### config.mk
export PLATFORM = sky130hd
export DESIGN_NAME = decode_issue_stage
export DESIGN_NICKNAME = d
export VERILOG_FILES = /design/src/rtl/riscv_pkg.sv /design/src/rtl/imm_gen.sv /design/src/rtl/decode_issue_stage.sv
export SDC_FILE = /design/constraint.sdc
export NUM_CORES = 1
export LEC_CHECK = 0
export ABC_AREA = 0
export CAP_MARGIN = 20
export CORE_MARGIN = 3
export CORE_UTILIZATION = 47
export CTS_BUF_LIST = sky130_fd_sc_hd__clkbuf_4
export CTS_CLUSTER_SIZE = 14
export DETAILED_ROUTE_END_ITERATION = 16
export GPL_ROUTABILITY_DRIVEN = 0
export MAX_ROUTING_LAYER = met4
export PLACE_DENSITY = 0.88
export SYNTH_ARGS = -nofsm -noshare
export SYNTH_HDL_FRONTEND = slang
export SYNTH_SLANG_ARGS = --single-unit
### constraint.sdc
create_clock -name clk -period 4.8 [get_ports clk]
set_input_delay 0.72 -clock clk [delete_from_list [all_inputs] [get_ports clk]]
set_output_delay 0.72 -clock clk [all_outputs]
set_load 0.02 [all_outputs]
### src/rtl/riscv_pkg.sv
// Shared RV32 decode definitions: opcodes, ALU operations, immediate formats and ID/EX control bundle.
package riscv_pkg;

    localparam logic [6:0] OP_R      = 7'b0110011;
    localparam logic [6:0] OP_IMM    = 7'b0010011;
    localparam logic [6:0] OP_LOAD   = 7'b0000011;
    localparam logic [6:0] OP_STORE  = 7'b0100011;
    localparam logic [6:0] OP_BRANCH = 7'b1100011;
    localparam logic [6:0] OP_JAL    = 7'b1101111;
    localparam logic [6:0] OP_JALR   = 7'b1100111;
    localparam logic [6:0] OP_LUI    = 7'b0110111;
    localparam logic [6:0] OP_AUIPC  = 7'b0010111;

    typedef enum logic [3:0] {
        ALU_ADD    = 4'd0,
        ALU_SUB    = 4'd1,
        ALU_SLL    = 4'd2,
        ALU_SLT    = 4'd3,
        ALU_SLTU   = 4'd4,
        ALU_XOR    = 4'd5,
        ALU_SRL    = 4'd6,
        ALU_SRA    = 4'd7,
        ALU_OR     = 4'd8,
        ALU_AND    = 4'd9,
        ALU_PASS_B = 4'd10
    } alu_op_e;

    typedef enum logic [2:0] {
        FMT_R = 3'd0,
        FMT_I = 3'd1,
        FMT_S = 3'd2,
        FMT_B = 3'd3,
        FMT_U = 3'd4,
        FMT_J = 3'd5
    } imm_fmt_e;

    typedef struct packed {
        alu_op_e alu_op;
        logic    alu_src_imm;
        logic    mem_read;
        logic    mem_write;
        logic    reg_write;
        logic    branch;
        logic    jump;
        logic    illegal;
    } ctrl_t;

    // funct3 -> ALU op; alt (instr[30]) selects SUB only for register ops, SRA for both
    function automatic alu_op_e alu_from_f3(input logic [2:0] f3, input logic alt,
                                            input logic is_reg);
        case (f3)
            3'b000:  return (alt && is_reg) ? ALU_SUB : ALU_ADD;
            3'b001:  return ALU_SLL;
            3'b010:  return ALU_SLT;
            3'b011:  return ALU_SLTU;
            3'b100:  return ALU_XOR;
            3'b101:  return alt ? ALU_SRA : ALU_SRL;
            3'b110:  return ALU_OR;
            default: return ALU_AND;
        endcase
    endfunction

endpackage

### src/rtl/imm_gen.sv
// Immediate generator: selects the I/S/B/U/J layout from the opcode and sign-extends to XLEN.
module imm_gen
    import riscv_pkg::*;
#(
    parameter int unsigned XLEN = 32
) (
    input  logic [31:0]     instr,
    output logic [XLEN-1:0] imm,
    output imm_fmt_e        fmt
);

    logic [31:0] imm32;

    always_comb begin
        imm32 = '0;
        fmt   = FMT_R;
        case (instr[6:0])
            OP_IMM, OP_LOAD, OP_JALR: begin
                fmt   = FMT_I;
                imm32 = {{20{instr[31]}}, instr[31:20]};
            end
            OP_STORE: begin
                fmt   = FMT_S;
                imm32 = {{20{instr[31]}}, instr[31:25], instr[11:7]};
            end
            OP_BRANCH: begin
                fmt   = FMT_B;
                imm32 = {{19{instr[31]}}, instr[31], instr[7], instr[30:25], instr[11:8], 1'b0};
            end
            OP_LUI, OP_AUIPC: begin
                fmt   = FMT_U;
                imm32 = {instr[31:12], 12'h000};
            end
            OP_JAL: begin
                fmt   = FMT_J;
                imm32 = {{11{instr[31]}}, instr[31], instr[19:12], instr[20], instr[30:21], 1'b0};
            end
            default: ;
        endcase
    end

    assign imm = XLEN'($signed(imm32));

endmodule

### src/rtl/decode_issue_stage.sv
// ID stage: decode, register-file read with WB bypass, load-use stall/bubble, flush, ID/EX register.
module decode_issue_stage
    import riscv_pkg::*;
#(
    parameter int unsigned XLEN  = 32,
    parameter int unsigned RA_W  = 5,
    parameter int unsigned CNT_W = 16
) (
    input  logic             clk,
    input  logic             rst_n,
    input  logic             if_valid,
    input  logic [31:0]      if_instr,
    input  logic [XLEN-1:0]  if_pc,
    output logic             id_ready,
    input  logic             flush,
    output logic [RA_W-1:0]  rf_rs1,
    output logic [RA_W-1:0]  rf_rs2,
    input  logic [XLEN-1:0]  rf_data_rs1,
    input  logic [XLEN-1:0]  rf_data_rs2,
    input  logic             wb_we,
    input  logic [RA_W-1:0]  wb_rd,
    input  logic [XLEN-1:0]  wb_data,
    output logic             ex_valid,
    output logic [XLEN-1:0]  ex_pc,
    output logic [XLEN-1:0]  ex_imm,
    output logic [XLEN-1:0]  ex_rs1_val,
    output logic [XLEN-1:0]  ex_rs2_val,
    output logic [RA_W-1:0]  ex_rs1,
    output logic [RA_W-1:0]  ex_rs2,
    output logic [RA_W-1:0]  ex_rd,
    output logic [3:0]       ex_alu_op,
    output logic             ex_alu_src_imm,
    output logic             ex_mem_read,
    output logic             ex_mem_write,
    output logic             ex_reg_write,
    output logic             ex_branch,
    output logic             ex_jump,
    output logic             ex_illegal,
    output logic [CNT_W-1:0] stall_count
);

    logic [6:0]      opcode;
    logic [2:0]      funct3;
    logic [RA_W-1:0] rd;
    logic [XLEN-1:0] imm;
    imm_fmt_e        fmt;
    ctrl_t           ctrl;
    ctrl_t           ex_ctrl;
    logic            rs1_used;
    logic            rs2_used;
    logic [XLEN-1:0] rs1_val;
    logic [XLEN-1:0] rs2_val;
    logic            load_use;

    assign opcode = if_instr[6:0];
    assign funct3 = if_instr[14:12];
    assign rd     = if_instr[7 +: RA_W];
    assign rf_rs1 = if_instr[15 +: RA_W];
    assign rf_rs2 = if_instr[20 +: RA_W];

    imm_gen #(.XLEN(XLEN)) u_imm_gen (
        .instr (if_instr),
        .imm   (imm),
        .fmt   (fmt)
    );

    // Control decode; unknown opcodes produce a side-effect-free illegal slot
    always_comb begin
        ctrl             = '0;
        ctrl.alu_op      = ALU_ADD;
        ctrl.alu_src_imm = (fmt != FMT_R) && (fmt != FMT_B);
        rs1_used         = 1'b0;
        rs2_used         = 1'b0;
        case (opcode)
            OP_R: begin
                rs1_used       = 1'b1;
                rs2_used       = 1'b1;
                ctrl.reg_write = 1'b1;
                ctrl.alu_op    = alu_from_f3(funct3, if_instr[30], 1'b1);
            end
            OP_IMM: begin
                rs1_used       = 1'b1;
                ctrl.reg_write = 1'b1;
                ctrl.alu_op    = alu_from_f3(funct3, if_instr[30], 1'b0);
            end
            OP_LOAD: begin
                rs1_used       = 1'b1;
                ctrl.mem_read  = 1'b1;
                ctrl.reg_write = 1'b1;
            end
            OP_STORE: begin
                rs1_used       = 1'b1;
                rs2_used       = 1'b1;
                ctrl.mem_write = 1'b1;
            end
            OP_BRANCH: begin
                rs1_used    = 1'b1;
                rs2_used    = 1'b1;
                ctrl.branch = 1'b1;
                ctrl.alu_op = ALU_SUB;
            end
            OP_JAL: begin
                ctrl.jump      = 1'b1;
                ctrl.reg_write = 1'b1;
            end
            OP_JALR: begin
                rs1_used       = 1'b1;
                ctrl.jump      = 1'b1;
                ctrl.reg_write = 1'b1;
            end
            OP_LUI: begin
                ctrl.reg_write = 1'b1;
                ctrl.alu_op    = ALU_PASS_B;
            end
            OP_AUIPC: ctrl.reg_write = 1'b1;
            default:  ctrl.illegal   = 1'b1;
        endcase
        ctrl.reg_write = ctrl.reg_write && (rd != '0);
    end

    // WB write-through so a same-cycle register write is seen by the decoding instruction
    assign rs1_val = (wb_we && (wb_rd != '0) && (wb_rd == rf_rs1)) ? wb_data : rf_data_rs1;
    assign rs2_val = (wb_we && (wb_rd != '0) && (wb_rd == rf_rs2)) ? wb_data : rf_data_rs2;

    assign load_use = ex_valid && ex_ctrl.mem_read && (ex_rd != '0) && if_valid &&
                      ((rs1_used && (rf_rs1 == ex_rd)) || (rs2_used && (rf_rs2 == ex_rd)));

    // A flush overrides the stall: IF discards the slot anyway
    assign id_ready = flush || !load_use;

    always_ff @(posedge clk or negedge rst_n) begin
        if (!rst_n) begin
            ex_valid    <= 1'b0;
            ex_pc       <= '0;
            ex_imm      <= '0;
            ex_rs1_val  <= '0;
            ex_rs2_val  <= '0;
            ex_rs1      <= '0;
            ex_rs2      <= '0;
            ex_rd       <= '0;
            ex_ctrl     <= '0;
            stall_count <= '0;
        end else if (flush) begin
            ex_valid <= 1'b0;
            ex_ctrl  <= '0;
        end else if (load_use) begin
            ex_valid <= 1'b0;
            ex_ctrl  <= '0;
            if (stall_count != '1) begin
                stall_count <= stall_count + CNT_W'(1);
            end
        end else begin
            ex_valid   <= if_valid;
            ex_pc      <= if_pc;
            ex_imm     <= imm;
            ex_rs1_val <= rs1_val;
            ex_rs2_val <= rs2_val;
            ex_rs1     <= rf_rs1;
            ex_rs2     <= rf_rs2;
            ex_rd      <= rd;
            ex_ctrl    <= ctrl;
        end
    end

    assign ex_alu_op      = 4'(ex_ctrl.alu_op);
    assign ex_alu_src_imm = ex_ctrl.alu_src_imm;
    assign ex_mem_read    = ex_ctrl.mem_read;
    assign ex_mem_write   = ex_ctrl.mem_write;
    assign ex_reg_write   = ex_ctrl.reg_write;
    assign ex_branch      = ex_ctrl.branch;
    assign ex_jump        = ex_ctrl.jump;
    assign ex_illegal     = ex_ctrl.illegal;

endmodule

Word-level counts from Yosys, hierarchy flattened
Cells that the tools add are included.

Add/subtract/negate cells: 1. Multipliers: 0. Divide/modulo/power cells: 0. $lt $le $gt $ge: 0. Eq/ne operators: 21. Shift operators: 0. Mux-type cells: 21. Bitwise logic cells: 2. Reductions and logical operators: 28.

Operator list (count): case mux 32 bit (5 select lines) (1); 2-to-1 mux 32 bit (2); case mux 4 bit (7 select lines) (2); 2-to-1 mux 11 bit (2); equality test 7 x 6 -> 1 bit, second input constant (3); equality test 7 bit, second input constant (3); equality test 5 bit (4); adder 16 x 1 -> 16 bit, second input constant (1); inequality test 16 bit, second input constant (1); case mux 4 bit (4 select lines) (1); case mux 3 bit (5 select lines) (1); nonzero test 5 bit (3); equality test 7 x 5 -> 1 bit, second input constant (2); 2-to-1 mux 1 bit (12); logical AND 1 bit (11); equality test 3 bit, second input constant (3); OR reduction 9 bit (1); equality test 7 x 2 -> 1 bit, second input constant (1); OR reduction 7 bit (1); equality test 3 x 2 -> 1 bit, second input constant (2); OR reduction 3 bit (2); OR reduction 6 bit (1); OR reduction 2 bit (2); equality test 3 x 1 -> 1 bit, second input constant (1); other kinds (8) (10).

Register bits: 171. Bits in latches: 0. Bits in writable memories: 0. Bits in read-only memories: 0. Output and inout bits: 182. Memories: 0.

Longest topological paths before layout
Depth after elaboration: 8. Depth in mapped cells: 10.

By module
A second synthesis with hierarchy kept.

Cells, all modules: 637. Area, all modules: 8508.2 µm².

By module, submodules not included: decode_issue_stage (instances 1, cells each 563, area an instance 7991.4 µm², seq. area each 4279.1 µm²); imm_gen (instances 1, cells each 74, area an instance 516.7 µm², seq. area each 0.0 µm²).

Least setup slack after synthesis
No wires, ideal clock.

Path kind: input to output. From: in if_instr[3]. To: out id_ready. Arrival: 1997 ps. Required time: 4080 ps. Slack: 2083 ps. Stages: 7. Buffers on the path: 1. Cells stage by stage: nand4bb_4 -> or3_4 -> o21ai_2 -> nand3_2 -> a21oi_4 -> buf_6 -> inv_1.

Word-level cells in the longest chain between the ends: 8.

Ends and longest elaborated chain: start, declared (line decode_issue_stage.sv:12) `input logic [31:0] if_instr,`; equality test 7 x 6 -> 1 bit (tied with other cells) (line decode_issue_stage.sv:74) `case (opcode)`; OR reduction 6 bit (no line) / OR reduction 3 bit (equally long branches); 2-to-1 mux 1 bit (line decode_issue_stage.sv:74); logical AND 1 bit (line decode_issue_stage.sv:126) `((rs1_used && (rf_rs1 == ex_rd)) || (rs2_used && (rf_rs2 == ex_rd)));`; logical OR 1 bit * (line decode_issue_stage.sv:126); logical AND 1 bit * (line decode_issue_stage.sv:125) `assign load_use = ex_valid && ex_ctrl.mem_read && (ex_rd != '0) && if_valid &&`; logical NOT 1 bit * (line decode_issue_stage.sv:129) `assign id_ready = flush || !load_use;`; logical OR 1 bit * (line decode_issue_stage.sv:129); end, declared (line decode_issue_stage.sv:14) `output logic id_ready,`.

Every way passes the cells marked *; elsewhere a longest branch is shown, timed or not.

Final worst setup path
Same ends and word-level chain as after synthesis.

==> metrics.md <==
| Metric | Value |
|---|---|
| Outcome | `finished, final reports clean` |
| Primary FF master, synth | `dfrtp_1` |
| Combinational power share | `0.234` |
| CP Cell Sequence | `clkdlybuf4s50_1 -> nand4bb_4 -> or3_4 -> o21ai_2 -> nand3_2 -> a21oi_4 -> inv_1 -> clkdlybuf4s50_1` |
| Pwr/cell area | `274.8 mW/mm2` |
| WL final | `24820 um` |
| Commonest non-fill, non-tap cell in the layout | `clkdlybuf4s50_1` |
| Clock Sinks | `171` |
| Vias | `7137` |
| Leading cell types in the layout, fill and taps excluded | `350 x clkdlybuf4s50_1, 254 x nand2_1, 171 x dfrtp_1, 68 x o21ai_1, 65 x mux2i_1` |
| Tcrit/Tclk final | `0.7936` |
| Placeable core area | `0.01612 mm2` |
| Finished Layout Cells | `1359` |
| Fin crit period | `3.809 ns` |
| Biggest area consumer among synthesized cells | `dfrtp_1` |
| DRT antenna net count | `0` |
| Final Skew | `0.01727 ns` |
| WHS | `0.1668 ns` |
| Cell mode on critical path | `clkdlybuf4s50_1` |
| Filler cell count | `1191` |
| Setup bufs post-CTS | `0` |
| Sw power | `928.2 uW` |
| P_int | `2.281 mW` |
| CTS max path bufs | `2` |
| Ys async rst share | `1.000` |
| Clock power frac | `0.270` |
| Peak supply drop | `177.5 uV` |
| RSZ-0062 raised after global routing | `no` |
| Nature of the critical path startpoint | `input port` |
| Fraction of layout cells with a size suffix above 1 | `0.04816` |
| GRT Overall Usage | `0.2748` |
| Port bufs | `351` |
| Number of global-route vias before repair | `7131` |
| H-tree depth | `4` |
| Worst slew pin tran | `0.7801 ns` |
| Hold-fix buffers, CTS | `0` |
| Synthesized instance count | `807` |
| Final Slew Violations | `0` |
| Placement Setup Slack | `1.024 ns` |
| CP Class | `input port to output port` |
| Die height | `135.4 um` |
| Peak clock frequency supported by timing | `262.5 MHz` |
| Max Cap Viol | `0` |
| Initial Util | `0.4884` |
| Die area | `0.01834 mm2` |
| Syn-to-layout area delta | `48.34%` |
| TNS Setup | `0 ns` |
| Sw Ratio | `0.2892` |
| Flops & latches, synth | `171` |
| Pre-Repair DR Iteration Count | `5` |
| Hold crit path type | `input port to async pin` |
| Buf+Inv Stages, Crit Path | `3` |
| Synth Warn # | `0` |
| Critical path's top delay family | `buffers and inverters` |
| Arrival @ worst endpoint | `3.09 ns` |
| Global-route wire length before repair | `38050 um` |
| Initial antenna violation count | `1` |
| Post-DP HPWL | `18720 um` |
| Synthesized Nets | `978` |
| Top post-synthesis cells by area | `dfrtp_1 54%, nand2_1 12%, mux2i_1 8.3%` |
| CP required | `4.08 ns` |
| Rows | `46` |
| Slew headroom | `0.4800` |
| # setup viols final | `0` |
| CTS tree | `done` |
| Num CTS Buffers | `17` |
| Post-synth EDFFs | `0` |
| Share of the synthesized area in the top cell type | `0.5436` |
| Worst setup EP type | `output port` |
| Fin worst setup slack | `0.9909 ns` |
| Clock-pin slew on the worst setup and hold paths | `0.14 ns` |
| Slowest cell on the critical path | `clkdlybuf4s50_1` |
| DRT iter0 DRCs | `418` |
| Post-route core utilization | `0.7245` |
| Gates resized, CTS repair | `0` |
| Flop pwr share | `0.497` |
| Largest net degree at the start of global routing | `143` |
| Synth cell types | `44` |
| Mapped Area | `0.007871 mm2` |
| Total I/O pin count | `352` |
| Final #Nets | `1300` |
| Avg Vias per Cell | `5.252` |
| Crit-path max FO | `7` |
| Placed insts | `1325` |
| Routed length per instance | `18.26 um` |
| Sequential share of the synthesized area | `0.5436` |
| Clk_lat worst skew | `0.56 ns` |
| Final Hold Violating Endpoints | `0` |
| CTS root buf | `clkbuf_4` |
| Avg Inst Size Synth | `9.754 um2` |
| Leak | `4.923 nW` |
| Die width | `135.4 um` |
| Max stage delay on crit path | `0.56 ns` |
| DRC | `0` |
| GRT Residual Overflow | `0` |
-- layout make-up --
type                    count  area (um2)  area share
clock inverters            12       148.9     0.01275
diodes                      1       2.502   0.0002143
flip-flops and latches    171        4279      0.3665
inverters                   3       11.26   0.0009644
clock buffers              20       150.1     0.01286
well taps                 216       270.3     0.02315
multi-input cells         577        3202      0.2742
repair buffers            359        3612      0.3094
-- worst paths after layout --
kind,startpoint,end,slack [ns],cells past startpoint
min,rst_n,ex_rs1_val[2],0.17,1
min reg2reg,ex_imm[8],ex_imm[8],0.49,2
min in group clk,ex_imm[8],ex_imm[8],0.49,2
max in group asynchronous,rst_n,ex_rs2_val[21],3.66,2
max reg2reg,ex_rd[1],ex_rs1_val[21],2.23,7
max,if_instr[3],id_ready,0.99,8
-- cell families after synthesis --
group                      share of synthesized area
AOI/OAI and AO/OA                            0.09220
muxes                                        0.08552
adders and majority gates                   0.001589
buffers and inverters                        0.05198
DFF                                           0.5436
and+or+nand+nor                               0.1861
xor gates and xnor gates                     0.03895
-- flip-flops by register name, indices dropped and copies added (netlist names) --
| signal | cells |
|---|---|
| ex_mem_write | 1 |
| ex_rs1_val | 32 |
| ex_rs2 | 5 |
| ex_reg_write | 1 |
| stall_count | 16 |
| ex_imm | 32 |
| ex_branch | 1 |
| ex_jump | 1 |
| ex_rd | 5 |
| ex_rs2_val | 32 |
| ex_illegal | 1 |
| ex_alu_op | 4 |
| ex_rs1 | 5 |
| ex_valid | 1 |
| ex_mem_read | 1 |
| ex_alu_src_imm | 1 |
| ex_pc | 32 |
-- metal layers --
layer | vias up | GRT usage | share of wire | wire length (um)
li1 | 3330 | - | - | -
met1 | 3371 | 0.3202 | 0.38 | 9404
met4 | 0 | 0.1198 | 0.040 | 994
met5 | - | - | 0 | 0
met3 | 81 | 0.08061 | 0.090 | 2244
met2 | 355 | 0.4450 | 0.49 | 12170
-- metrics by stage --
step	total power [mW]	area [um2]
5_1_grt	3.357	11680
6_report	3.209	11680
4_1_cts	3.235	11650
3_5_place_dp	2.373	11350
2_1_floorplan	1.930	7871
3_3_place_gp	2.356	11350
-- cells in the mapped netlist, types with 5 or more instances --
cell type	number
nand2_1	254
nor3_1	6
nand3_1	20
clkbuf_1	7
xor2_1	8
nor2_1	25
dfrtp_1	171
a21oi_1	26
o21ai_0	23
clkbuf_2	7
nand4_1	9
mux2i_1	65
buf_6	13
and3_1	9
and2_1	5
xnor2_1	27
buf_2	14
buf_4	14
o21ai_1	68
a221oi_1	5
-- power groups by stage --
stage / clock network [mW] / registers, mW / logic [mW]
2_1_floorplan: 0 / 1.74 / 0.192
3_3_place_gp: 0 / 1.62 / 0.740
3_5_place_dp: 0 / 1.62 / 0.752
4_1_cts: 0.887 / 1.59 / 0.754
5_1_grt: 0.949 / 1.61 / 0.802
6_report: 0.865 / 1.59 / 0.750
Power figures use the tool's default switching activity.
